### src/rtl/spfp_add_sub.sv
// IEEE-754 binary32 adder/subtractor, purely combinational datapath.
// Denormals flush to zero, round-to-nearest-even, one canonical quiet NaN.
module spfp_add_sub (
    input  logic        clk,
    input  logic        rst,
    input  logic [31:0] n1,
    input  logic [31:0] n2,
    input  logic        add_or_sub,
    output logic [31:0] z
);

    localparam int unsigned EXP_W  = 8;
    localparam int unsigned FRAC_W = 23;
    localparam int unsigned SIG_W  = FRAC_W + 1;
    localparam int unsigned EXT_W  = SIG_W + 3;   // significand, guard, round, sticky
    localparam int unsigned ALN_W  = SIG_W + 26;  // alignment window
    localparam int unsigned MAG_W  = EXP_W + FRAC_W;
    localparam int unsigned LZ_W   = 5;
    localparam int unsigned XE_W   = 10;          // signed working exponent
    localparam logic [31:0] QNAN   = 32'h7FC0_0000;

    // clk/rst only exist for ALU port uniformity
    logic w_unused;
    assign w_unused = clk ^ rst;

    logic               w_sa, w_sb;
    logic [EXP_W-1:0]   w_ea, w_eb;
    logic [FRAC_W-1:0]  w_fa, w_fb;
    logic               w_a_nan, w_b_nan, w_a_inf, w_b_inf, w_a_zero, w_b_zero;
    logic [MAG_W-1:0]   w_mag_a, w_mag_b;
    logic               w_swap;

    assign w_sa = n1[31];
    assign w_sb = n2[31] ^ ~add_or_sub;
    assign w_ea = n1[30:23];
    assign w_eb = n2[30:23];
    assign w_fa = n1[22:0];
    assign w_fb = n2[22:0];

    assign w_a_nan  = (w_ea == 8'hFF) && (w_fa != '0);
    assign w_b_nan  = (w_eb == 8'hFF) && (w_fb != '0);
    assign w_a_inf  = (w_ea == 8'hFF) && (w_fa == '0);
    assign w_b_inf  = (w_eb == 8'hFF) && (w_fb == '0);
    assign w_a_zero = (w_ea == '0);
    assign w_b_zero = (w_eb == '0);

    assign w_mag_a = w_a_zero ? '0 : {w_ea, w_fa};
    assign w_mag_b = w_b_zero ? '0 : {w_eb, w_fb};
    assign w_swap  = w_mag_b > w_mag_a;

    // Larger operand (l) and smaller operand (s) after the magnitude swap
    logic              w_sl;
    logic [EXP_W-1:0]  w_el, w_es, w_ediff;
    logic [SIG_W-1:0]  w_ml, w_ms;

    assign w_sl = w_swap ? w_sb : w_sa;
    assign w_el = w_swap ? w_eb : w_ea;
    assign w_es = w_swap ? w_ea : w_eb;
    assign w_ml = w_swap ? (w_b_zero ? '0 : {1'b1, w_fb}) : (w_a_zero ? '0 : {1'b1, w_fa});
    assign w_ms = w_swap ? (w_a_zero ? '0 : {1'b1, w_fa}) : (w_b_zero ? '0 : {1'b1, w_fb});
    assign w_ediff = w_el - w_es;

    logic [ALN_W-1:0] w_aln;
    logic [EXT_W-1:0] w_l_ext, w_s_ext;

    assign w_aln   = {w_ms, {(ALN_W - SIG_W){1'b0}}} >> w_ediff;
    assign w_l_ext = {w_ml, 3'b000};
    assign w_s_ext = (w_ediff >= 8'd26) ? {{(EXT_W - 1){1'b0}}, |w_ms}
                                        : {w_aln[49:24], |w_aln[23:0]};

    logic             w_same;
    logic [EXT_W:0]   w_sum;
    logic [EXT_W-1:0] w_dif;
    logic [LZ_W-1:0]  w_lzc;

    assign w_same = (w_sa == w_sb);
    assign w_sum  = {1'b0, w_l_ext} + {1'b0, w_s_ext};
    assign w_dif  = w_l_ext - w_s_ext;

    // Leading-zero count of the difference; the highest set bit wins
    always_comb begin
        w_lzc = LZ_W'(EXT_W);
        for (int i = 0; i < EXT_W; i++) begin
            if (w_dif[i]) w_lzc = LZ_W'(EXT_W - 1 - i);
        end
    end

    logic             w_carry;
    logic [LZ_W-1:0]  w_nshift;
    logic [EXT_W-1:0] w_mnorm;

    // Normalize: carry-out shifts right, cancellation shifts left
    always_comb begin
        w_carry  = 1'b0;
        w_nshift = '0;
        w_mnorm  = w_sum[EXT_W-1:0];
        if (w_same) begin
            if (w_sum[EXT_W]) begin
                w_carry = 1'b1;
                w_mnorm = {w_sum[EXT_W:2], |w_sum[1:0]};
            end
        end else begin
            w_nshift = w_lzc;
            w_mnorm  = w_dif << w_lzc;
        end
    end

    logic signed [XE_W-1:0] w_exp_norm, w_exp_fin;
    logic                   w_rnd_up, w_rovf;
    logic [SIG_W:0]         w_rsig;
    logic [FRAC_W-1:0]      w_frac;

    assign w_exp_norm = $signed({2'b00, w_el}) + $signed({9'b0, w_carry})
                      - $signed({5'b0, w_nshift});

    assign w_rnd_up  = w_mnorm[2] & (w_mnorm[1] | w_mnorm[0] | w_mnorm[3]);
    assign w_rsig    = {1'b0, w_mnorm[EXT_W-1:3]} + (SIG_W + 1)'(w_rnd_up);
    assign w_rovf    = w_rsig[SIG_W];
    assign w_frac    = w_rovf ? w_rsig[SIG_W-1:1] : w_rsig[FRAC_W-1:0];
    assign w_exp_fin = w_exp_norm + $signed({9'b0, w_rovf});

    // Result select: specials take priority over the arithmetic path
    always_comb begin
        z = {w_sl, w_exp_fin[EXP_W-1:0], w_frac};
        if (w_a_nan || w_b_nan) begin
            z = QNAN;
        end else if (w_a_inf && w_b_inf && (w_sa != w_sb)) begin
            z = QNAN;
        end else if (w_a_inf) begin
            z = {w_sa, 8'hFF, 23'b0};
        end else if (w_b_inf) begin
            z = {w_sb, 8'hFF, 23'b0};
        end else if (w_a_zero && w_b_zero) begin
            z = {w_sa & w_sb, 31'b0};
        end else if (!w_same && (w_dif == '0)) begin
            z = 32'h0000_0000;
        end else if (w_exp_norm <= 10'sd0) begin
            z = {w_sl, 31'b0};
        end else if (w_exp_fin >= 10'sd255) begin
            z = {w_sl, 8'hFF, 23'b0};
        end
    end

endmodule

### config.mk
export PLATFORM = sky130hd
export DESIGN_NAME = spfp_add_sub
export DESIGN_NICKNAME = d
export VERILOG_FILES = /design/src/rtl/spfp_add_sub.sv
export SDC_FILE = /design/constraint.sdc
export NUM_CORES = 1
export LEC_CHECK = 0
export CAP_MARGIN = 5
export CORE_MARGIN = 2
export CORE_UTILIZATION = 60
export DETAILED_ROUTE_END_ITERATION = 12
export PLACE_DENSITY = 0.89
export SETUP_SLACK_MARGIN = 0.15
export SLEW_MARGIN = 20
export SYNTH_ARGS = -nofsm -noshare
export SYNTH_HDL_FRONTEND = slang
export SYNTH_SLANG_ARGS = --single-unit
### constraint.sdc
create_clock -name vclk -period 66.4
set_input_delay 13.28 -clock vclk [all_inputs]
set_output_delay 13.28 -clock vclk [all_outputs]
set_load 0.05 [all_outputs]
==> results.md, run 1 <==
* Vias at 16,500
* Gr usage total at 0.459
* Wire per inst at 23.7 um
* Critical path's slowest cell: clkinv_1
* Starting density of the core at 0.614
* Static leakage at 5.54 nW
* Drt first pass iters at 6
* Setup Buffers After CTS at 0
* Initial antenna violation count at 1
* Iter 0 DRT Violations at 2,155
* Gpl congestion at 1.05
* Slowest Stage Delay on Critical Path at 1.07 ns
* Crit path DAT at 32.78 ns
* Num rows at 53
* Fillers at 1,957
* Fin crit share at 0.694
* Gates resized, CTS repair at 0
* Seq cells at 0
* Area delta synth->final at 6.23%
* ANT cells at 0
* Crit path kind: in -> out
* Commonest non-fill, non-tap cell in the layout: nand2_1
* YS warnings at 0
* Via density at 7.24
* Cell mode on critical path: ha_1
* Max-cap check violation count at 0
* Final hold violations at 0
* P per Cell Area at 32.0 nW/um^2
* Data required time of the worst path at 53.12 ns
* DPL Wire Length at 43.0 mm
* Die H at 151 um
* Mean Syn Cell Area at 6.40 um^2
* WHS at 27.95 ns
* Register area share after synthesis at 0
* Startpoint types: input pin
* Final worst slack at 20.34 ns
* Share of cells above drive strength 1 at 0.0619
* RSZ-0062 raised after global routing: no
* Final Max Slew Viols at 0
* Status: finished clean
* Slew headroom at 0.233
* Die footprint at 22,800 um^2
* Clock Buffer Count at 0
* CP endpoint: z[6]
* Core area at 21,100 um^2
* Crit end category: primary output
* Post-Route WL at 54.1 mm
* Post-CTS Hold Buffers at 0
* Port-buffer cells at 97
* Vias in the first global route at 14,800
* Post-route antenna net violation count at 0
* Setup TNS at 0 ns
* I/O pin count at 99
* Sequential Area at 0 um^2
* DRC errors left at 0
* Max Fclk at 0.0217 GHz
* Syn_nets at 2,193
* Global-route wire length before repair at 82.5 mm
* Post-route cell area at 13,800 um^2
* Die width at 151 um
* Worst Tran Pin Value at 1.14 ns
* VDD IR-drop max at 0.0216 mV
* Most frequent cells in the layout: 272 x nand2_1, 175 x nor2_1, 150 x a21oi_1
* Nets at 2,175
* Largest net degree at the start of global routing at 87
* Hold Path Class: in -> out
* Final min period at 46.06 ns
* Cell Area, Placed at 13,800 um^2
* Worst slack at placement at 21.62 ns
* GRT Residual Overflow at 0
* Hold path cells at 3
* Setup violations, final at 0
* Crit path max fanout at 50
* CP Launch Point: n2[23]
* Cell count after synthesis at 2,022
* Synth cell types at 114
* Cell Area, Synth at 12,900 um^2
synth_stat cells, drive strengths merged (17+ instances only):
cell / number / area [um^2]
a21o: 34 / 255
xor2: 19 / 185
mux2i: 66 / 661
nand2: 276 / 1060
o31ai: 20 / 174
nand3: 64 / 330
clkbuf: 73 / 274
nor2: 181 / 716
ha: 102 / 1280
and3: 33 / 206
a21oi: 155 / 802
nand2b: 26 / 163
nand4: 31 / 206
a211oi: 39 / 330
nor2b: 18 / 115
o211ai: 36 / 275
nor4: 35 / 255
o21ai: 167 / 847
nor3: 70 / 370
inv: 92 / 345
o22ai: 17 / 106
buf: 62 / 383
a31oi: 30 / 194
xnor2: 64 / 568
mux2: 17 / 203
and2: 44 / 275
per-layer routing:
layer / share of wire / GRT usage / vias to the layer above / wire length [um]
met4: 0.056 / 0.215 / 4 / 3020
met1: 0.39 / 0.608 / 7642 / 21100
li1: - / - / 7490 / -
met2: 0.42 / 0.704 / 1156 / 22700
met3: 0.13 / 0.102 / 198 / 7190
met5: 0.0013 / 0.0205 / - / 71
final cells by class:
class / count / area [um^2] / share of cell area
Multi-Input combinational cell: 1795 / 12000 / 0.869
Tap cell: 275 / 344 / 0.0250
Timing Repair Buffer: 115 / 1110 / 0.0804
Inverter: 92 / 345 / 0.0251
metrics by stage:
stage          total power (W)  instances   util
2_1_floorplan         0.000303       2022      -
4_1_cts               0.000421       2277  0.652
3_5_place_dp          0.000419       2277  0.652
6_report              0.000441       2277  0.652
5_1_grt               0.000464       2277  0.652
3_3_place_gp          0.000415       2277  0.652
logic make-up (layout without fill, tap and decap cells):
family,after synthesis,count (layout),share of synthesized area
adder cells (fa/ha/maj),108,108,0.105
buffers and inverters,227,207,0.0774
multiplexers,93,93,0.0841
AND/OR/NAND/NOR,839,839,0.323
XOR/XNOR,83,83,0.0582
AO/OA/AOI/OAI,672,672,0.353
worst max-delay path: cells and delay by family:
| family | cells | cell delay (ns) |
|---|---|---|
| buf+inv | 9 | 4.04 |
| simple gates | 27 | 7.40 |
| fa+ha+maj | 5 | 1.50 |
| xor+xnor | 2 | 0.99 |
| mux | 1 | 0.39 |
| compound gates | 19 | 5.06 |
worst min-delay path by stage:
stage / from / endpoint / slack [ns]
final: n1[31] / z[31] / 27.95
after global routing: n1[31] / z[31] / 27.97
after CTS: n1[31] / z[31] / 27.95
after detailed placement: n1[31] / z[31] / 27.95
after global placement: n1[31] / z[31] / 27.94
after floorplan: n1[31] / z[31] / 26.94
power breakdown:
| part | internal [W] | total, W | leakage, nW | switching, W |
|---|---|---|---|---|
| logic | 0.000142 | 0.000441 | 5.54 | 0.000299 |
| registers | 0 | 0 | 0 | 0 |
| clock network | 0 | 0 | 0 | 0 |
No activity file was read; power rests on OpenSTA's default activity.
==> run 2, diff against run 1 <==
- CORE_UTILIZATION: 60 -> 57
- PLACE_DENSITY: 0.89 -> 0.88
- clock period: 66.4 -> 37.8 ns (I/O delays scaled with it)
==> results.md, run 2 (synthesis gave the netlist of run 1 again) <==
* Status: finished clean
* Post-Route WL at 54.2 mm (+0.33%)
* Global-route wire length before repair at 83.6 mm (+1.3%)
* Gates resized, CTS repair at 0 (unchanged)
* Data required time of the worst path at 30.24 ns (-22.88 ns)
* Post-CTS Hold Buffers at 0 (unchanged)
* Max-cap check violation count at 0 (unchanged)
* Die footprint at 23,900 um^2 (+5.1%)
* Final worst slack at 3.83 ns (-16.52 ns)
* CP top delay family: simple AND/OR/NAND/NOR gates
* Worst slack at placement at 4.59 ns (-17.03 ns)
* Overall Power at 0.000766 W (+74%)
* Iter 0 DRT Violations at 2,175 (+0.93%)
* Startpoint types: input pin
* Port-buffer cells at 97 (unchanged)
* Vias in the first global route at 14,800 (-0.58%)
* Setup violations, final at 0 (unchanged)
* GRT Residual Overflow at 0 (unchanged)
* Max Fclk at 0.0294 GHz
* VDD IR-drop max at 0.0490 mV (+130%)
* Die width at 155 um (+2.5%)
* Via density at 7.18 (-0.90%)
* Final min period at 33.97 ns
* Commonest non-fill, non-tap cell in the layout: nand2_1
* Crit path max fanout at 50 (unchanged)
* Crit path DAT at 26.41 ns (-6.37 ns)
* Critical path's slowest cell: clkinv_1
* Nets at 2,177 (+0.092%)
* DPL Wire Length at 43.8 mm (+1.9%)
* Area delta synth->final at 6.39%
* Metal1 wirelength at 22.0 mm (+4.5%)
* Clock Buffer Count at 0 (unchanged)
* Starting density of the core at 0.575 (-0.0386)
* Share of cells above drive strength 1 at 0.0619 (about the same)
* Sequential Area at 0 um^2 (unchanged)
* Final hold violations at 0 (unchanged)
* Hold path cells at 3 (unchanged)
* DR WL met3 at 6.44 mm (-10%)
* Initial antenna violation count at 2 (+1)
* P per Cell Area at 55.6 nW/um^2 (+74%)
* Hold Path Class: in -> out
* RSZ-0062 raised after global routing: no
* I/O pin count at 99 (unchanged)
* Slew headroom at 0.303 (+0.0701)
* Post-route antenna net violation count at 0 (unchanged)
* Fin crit share at 0.899
* Final Max Slew Viols at 0 (unchanged)
* Drt first pass iters at 9 (+3)
* Metal2 WL at 22.9 mm (+0.89%)
* Crit end category: primary output
* Gr usage total at 0.436 (-0.0225)
* Seq cells at 0 (unchanged)
* Min-Delay Endpoint: z[31]
* Setup Buffers After CTS at 0 (unchanged)
* Vias at 16,400 (-0.38%)
* ANT cells at 0 (unchanged)
* Hold Startpoint: n1[31]
* Static leakage at 5.55 nW (+0.16%)
* Largest net degree at the start of global routing at 84 (-3.4%)
* Gpl congestion at 1.04 (-0.54%)
* Most frequent cells in the layout: 272 x nand2_1, 176 x nor2_1, 150 x a21oi_1
* Core area at 22,500 um^2 (+6.7%)
* Num rows at 55 (+3.8%)
* CP bufs+invs at 9 (unchanged)
* Die H at 155 um (+2.5%)
* Wire per inst at 23.7 um (-0.19%)
* Worst Tran Pin Value at 1.03 ns (-0.112 ns)
* Max layer used: met5
* Slowest Stage Delay on Critical Path at 0.97 ns (-0.10 ns)
* Setup TNS at 0 ns (unchanged)
* DRC errors left at 0 (unchanged)
* Crit path kind: in -> out
-- run 2: changes by cell type in the layout (fill, tap and decap cells not counted), sizes merged --
cell	delta
buf	+2
-- run 2: metrics by stage --
stage	util	hold WS, ns	cell area [um^2]	std cells
6_report	0.612	16.54	13800	2289
5_1_grt	0.612	16.56	13800	2289
4_1_cts	0.612	16.53	13800	2289
3_5_place_dp	0.612	16.52	13800	2289
3_3_place_gp	0.612	16.51	13800	2289
2_1_floorplan	-	15.50	12900	2022
-- run 2: worst max-delay path by stage --
stage | startpoint | endpoint | slack [ns] | cells after the start
3_3_place_gp | n2[23] | z[6] | 4.77 | 61
2_1_floorplan | n2[25] | z[6] | 7.30 | 68
6_report | n2[23] | z[6] | 3.83 | 60
3_5_place_dp | n2[23] | z[6] | 4.59 | 61
4_1_cts | n2[23] | z[6] | 4.54 | 61
5_1_grt | n2[23] | z[6] | 2.48 | 59
-- run 2: power breakdown --
part           internal (W)  total (W)  switching, W
clock network             0          0             0
logic              0.000250   0.000766      0.000517
registers                 0          0             0
-- run 2: area by class of cell --
type | count | area [um^2]
fillers | 2207 | 8730
inverters | 92 | 345
multi-input cells | 1795 | 12000
repair buffers | 117 | 1120
well taps | 285 | 357
-- run 2: metal layers --
layer / vias to the layer above / global-route usage
met4: 4 / 0.185
li1: 7515 / -
met3: 152 / 0.0953
met2: 1078 / 0.677
met1: 7679 / 0.583
met5: - / 0
==> run 3, diff against run 2 <==
- CORE_MARGIN: 2 -> 5
==> results.md, run 3 (synthesis gave the netlist of run 1 again) <==
* Post-route antenna net violation count at 0 (unchanged)
* Final Max Slew Viols at 0 (unchanged)
* Die H at 161 um (+3.9%)
* Max Fclk at 0.0297 GHz (+1.1%)
* Hold Path Class: in -> out
* Crit end category: primary output
* Sequential Area at 0 um^2 (unchanged)
* Largest net degree at the start of global routing at 56 (-33%)
* Fillers at 2,208 (+0.045%)
* Setup TNS at 0 ns (unchanged)
* Gpl congestion at 1.09 (+4.1%)
* Final min period at 33.61 ns (-0.359 ns)
* Crit path max fanout at 50 (unchanged)
* Clock Buffer Count at 0 (unchanged)
* Final hold violations at 0 (unchanged)
* Data required time of the worst path at 30.24 ns (about the same)
* VDD IR-drop max at 0.0324 mV (-34%)
* Hold path cells at 3 (unchanged)
* Worst Tran Pin Value at 1.05 ns (+0.0224 ns)
* Fin crit share at 0.889 (-0.00949)
* Setup violations, final at 0 (unchanged)
* Seq cells at 0 (unchanged)
* Core area at 22,500 um^2 (unchanged)
* Slew headroom at 0.290 (-0.0123)
* Critical path's slowest cell: o21ai_0
* Wire per inst at 23.5 um (-0.81%)
* Cell Area, Placed at 13,800 um^2 (about the same)
* Static leakage at 5.56 nW (+0.14%)
* Crit path DAT at 26.05 ns (-0.36 ns)
* Status: finished clean
* Post-CTS Hold Buffers at 0 (unchanged)
* Post-route cell area at 13,800 um^2 (about the same)
* P per Cell Area at 55.5 nW/um^2 (-0.14%)
* Slowest Stage Delay on Critical Path at 0.87 ns (-0.10 ns)
* Global-route wire length before repair at 82.9 mm (-0.94%)
* Cell mode on critical path: nor2_1
* Setup Buffers After CTS at 0 (unchanged)
* Starting density of the core at 0.575 (unchanged)
* Vias at 16,600 (+0.78%)
* Hold Startpoint: n1[31]
* DPL Wire Length at 43.1 mm (-1.6%)
* Share of cells above drive strength 1 at 0.0623 (+0.000468)
* Initial antenna violation count at 2 (unchanged)
* Die footprint at 25,800 um^2 (+7.9%)
* I/O pin count at 99 (unchanged)
* Nets at 2,178 (+0.046%)
* Startpoint types: input pin
* Die width at 161 um (+3.9%)
* GRT Residual Overflow at 0 (unchanged)
* Commonest non-fill, non-tap cell in the layout: nand2_1
* Gates resized, CTS repair at 0 (unchanged)
* Most frequent cells in the layout: 272 x nand2_1, 176 x nor2_1, 150 x a21oi_1
* Port-buffer cells at 97 (unchanged)
* Post-Route WL at 53.8 mm (-0.77%)
* DRC errors left at 0 (unchanged)
* Area delta synth->final at 6.44% (about the same)
* Drt first pass iters at 7 (-2)
* Iter 0 DRT Violations at 2,522 (+16%)
* Placed insts at 2,290 (+0.044%)
* RSZ-0062 raised after global routing: no
* Via density at 7.23 (+0.74%)
* Num rows at 55 (unchanged)
* Crit path kind: in -> out
* ANT cells at 0 (unchanged)
* Fin cells at 2,290 (+0.044%)
* Max-cap check violation count at 0 (unchanged)
* Vias in the first global route at 14,700 (-0.53%)
* Gr usage total at 0.389 (-0.0476)
* Min-Delay Endpoint: z[31]
## run 3: report_power, final
group | leakage (nW) | internal, W | total (W) | switching, W
Combinational | 5.56 | 0.000250 | 0.000766 | 0.000516
Clock | 0 | 0 | 0 | 0
Sequential | 0 | 0 | 0 | 0
Total | 5.56 | 0.000250 | 0.000766 | 0.000516
## run 3: stage by stage
| step | hold WS, ns | utilization | total power, W | worst slack, ns |
|---|---|---|---|---|
| finish | 16.55 | 0.613 | 0.000766 | 4.19 |
| global placement | 16.52 | 0.613 | 0.000726 | 5.03 |
| CTS | 16.54 | 0.613 | 0.000737 | 4.83 |
| detailed placement | 16.53 | 0.613 | 0.000734 | 4.88 |
| global route | 16.57 | 0.613 | 0.000807 | 3.32 |
| floorplan | 15.50 | - | 0.000533 | 7.30 |
## run 3: how the worst max path moves through the flow
stage / startpoint / to
finish: n2[23] / z[8]
global route: n2[23] / z[6]
CTS: n2[23] / z[6]
detailed placement: n2[23] / z[6]
global placement: n2[23] / z[6]
floorplan: n2[25] / z[6]
## run 3: area by class of cell
cell class	count	area, um^2	share of cell area
well taps	285	357	0.0259
inverters	92	345	0.0251
repair buffers	118	1130	0.0819
multi-input cells	1795	12000	0.867
## run 3: worst max-delay path: cells and delay by family
family / cells / cell delay, ns
and+or+nand+nor: 26 / 6.81
AOI/OAI and AO/OA: 19 / 6.30
buffers and inverters: 10 / 3.27
adders and majority gates: 5 / 1.28
xor gates and xnor gates: 1 / 0.47
muxes: 1 / 0.25
## run 3: layer usage
metal | routed length, um | vias to the layer above | GRT usage
met5 | 28 | - | 0
met4 | 2810 | 4 | 0.148
met3 | 6430 | 209 | 0.0713
met2 | 22800 | 1167 | 0.606
met1 | 21800 | 7681 | 0.533
li1 | - | 7495 | -
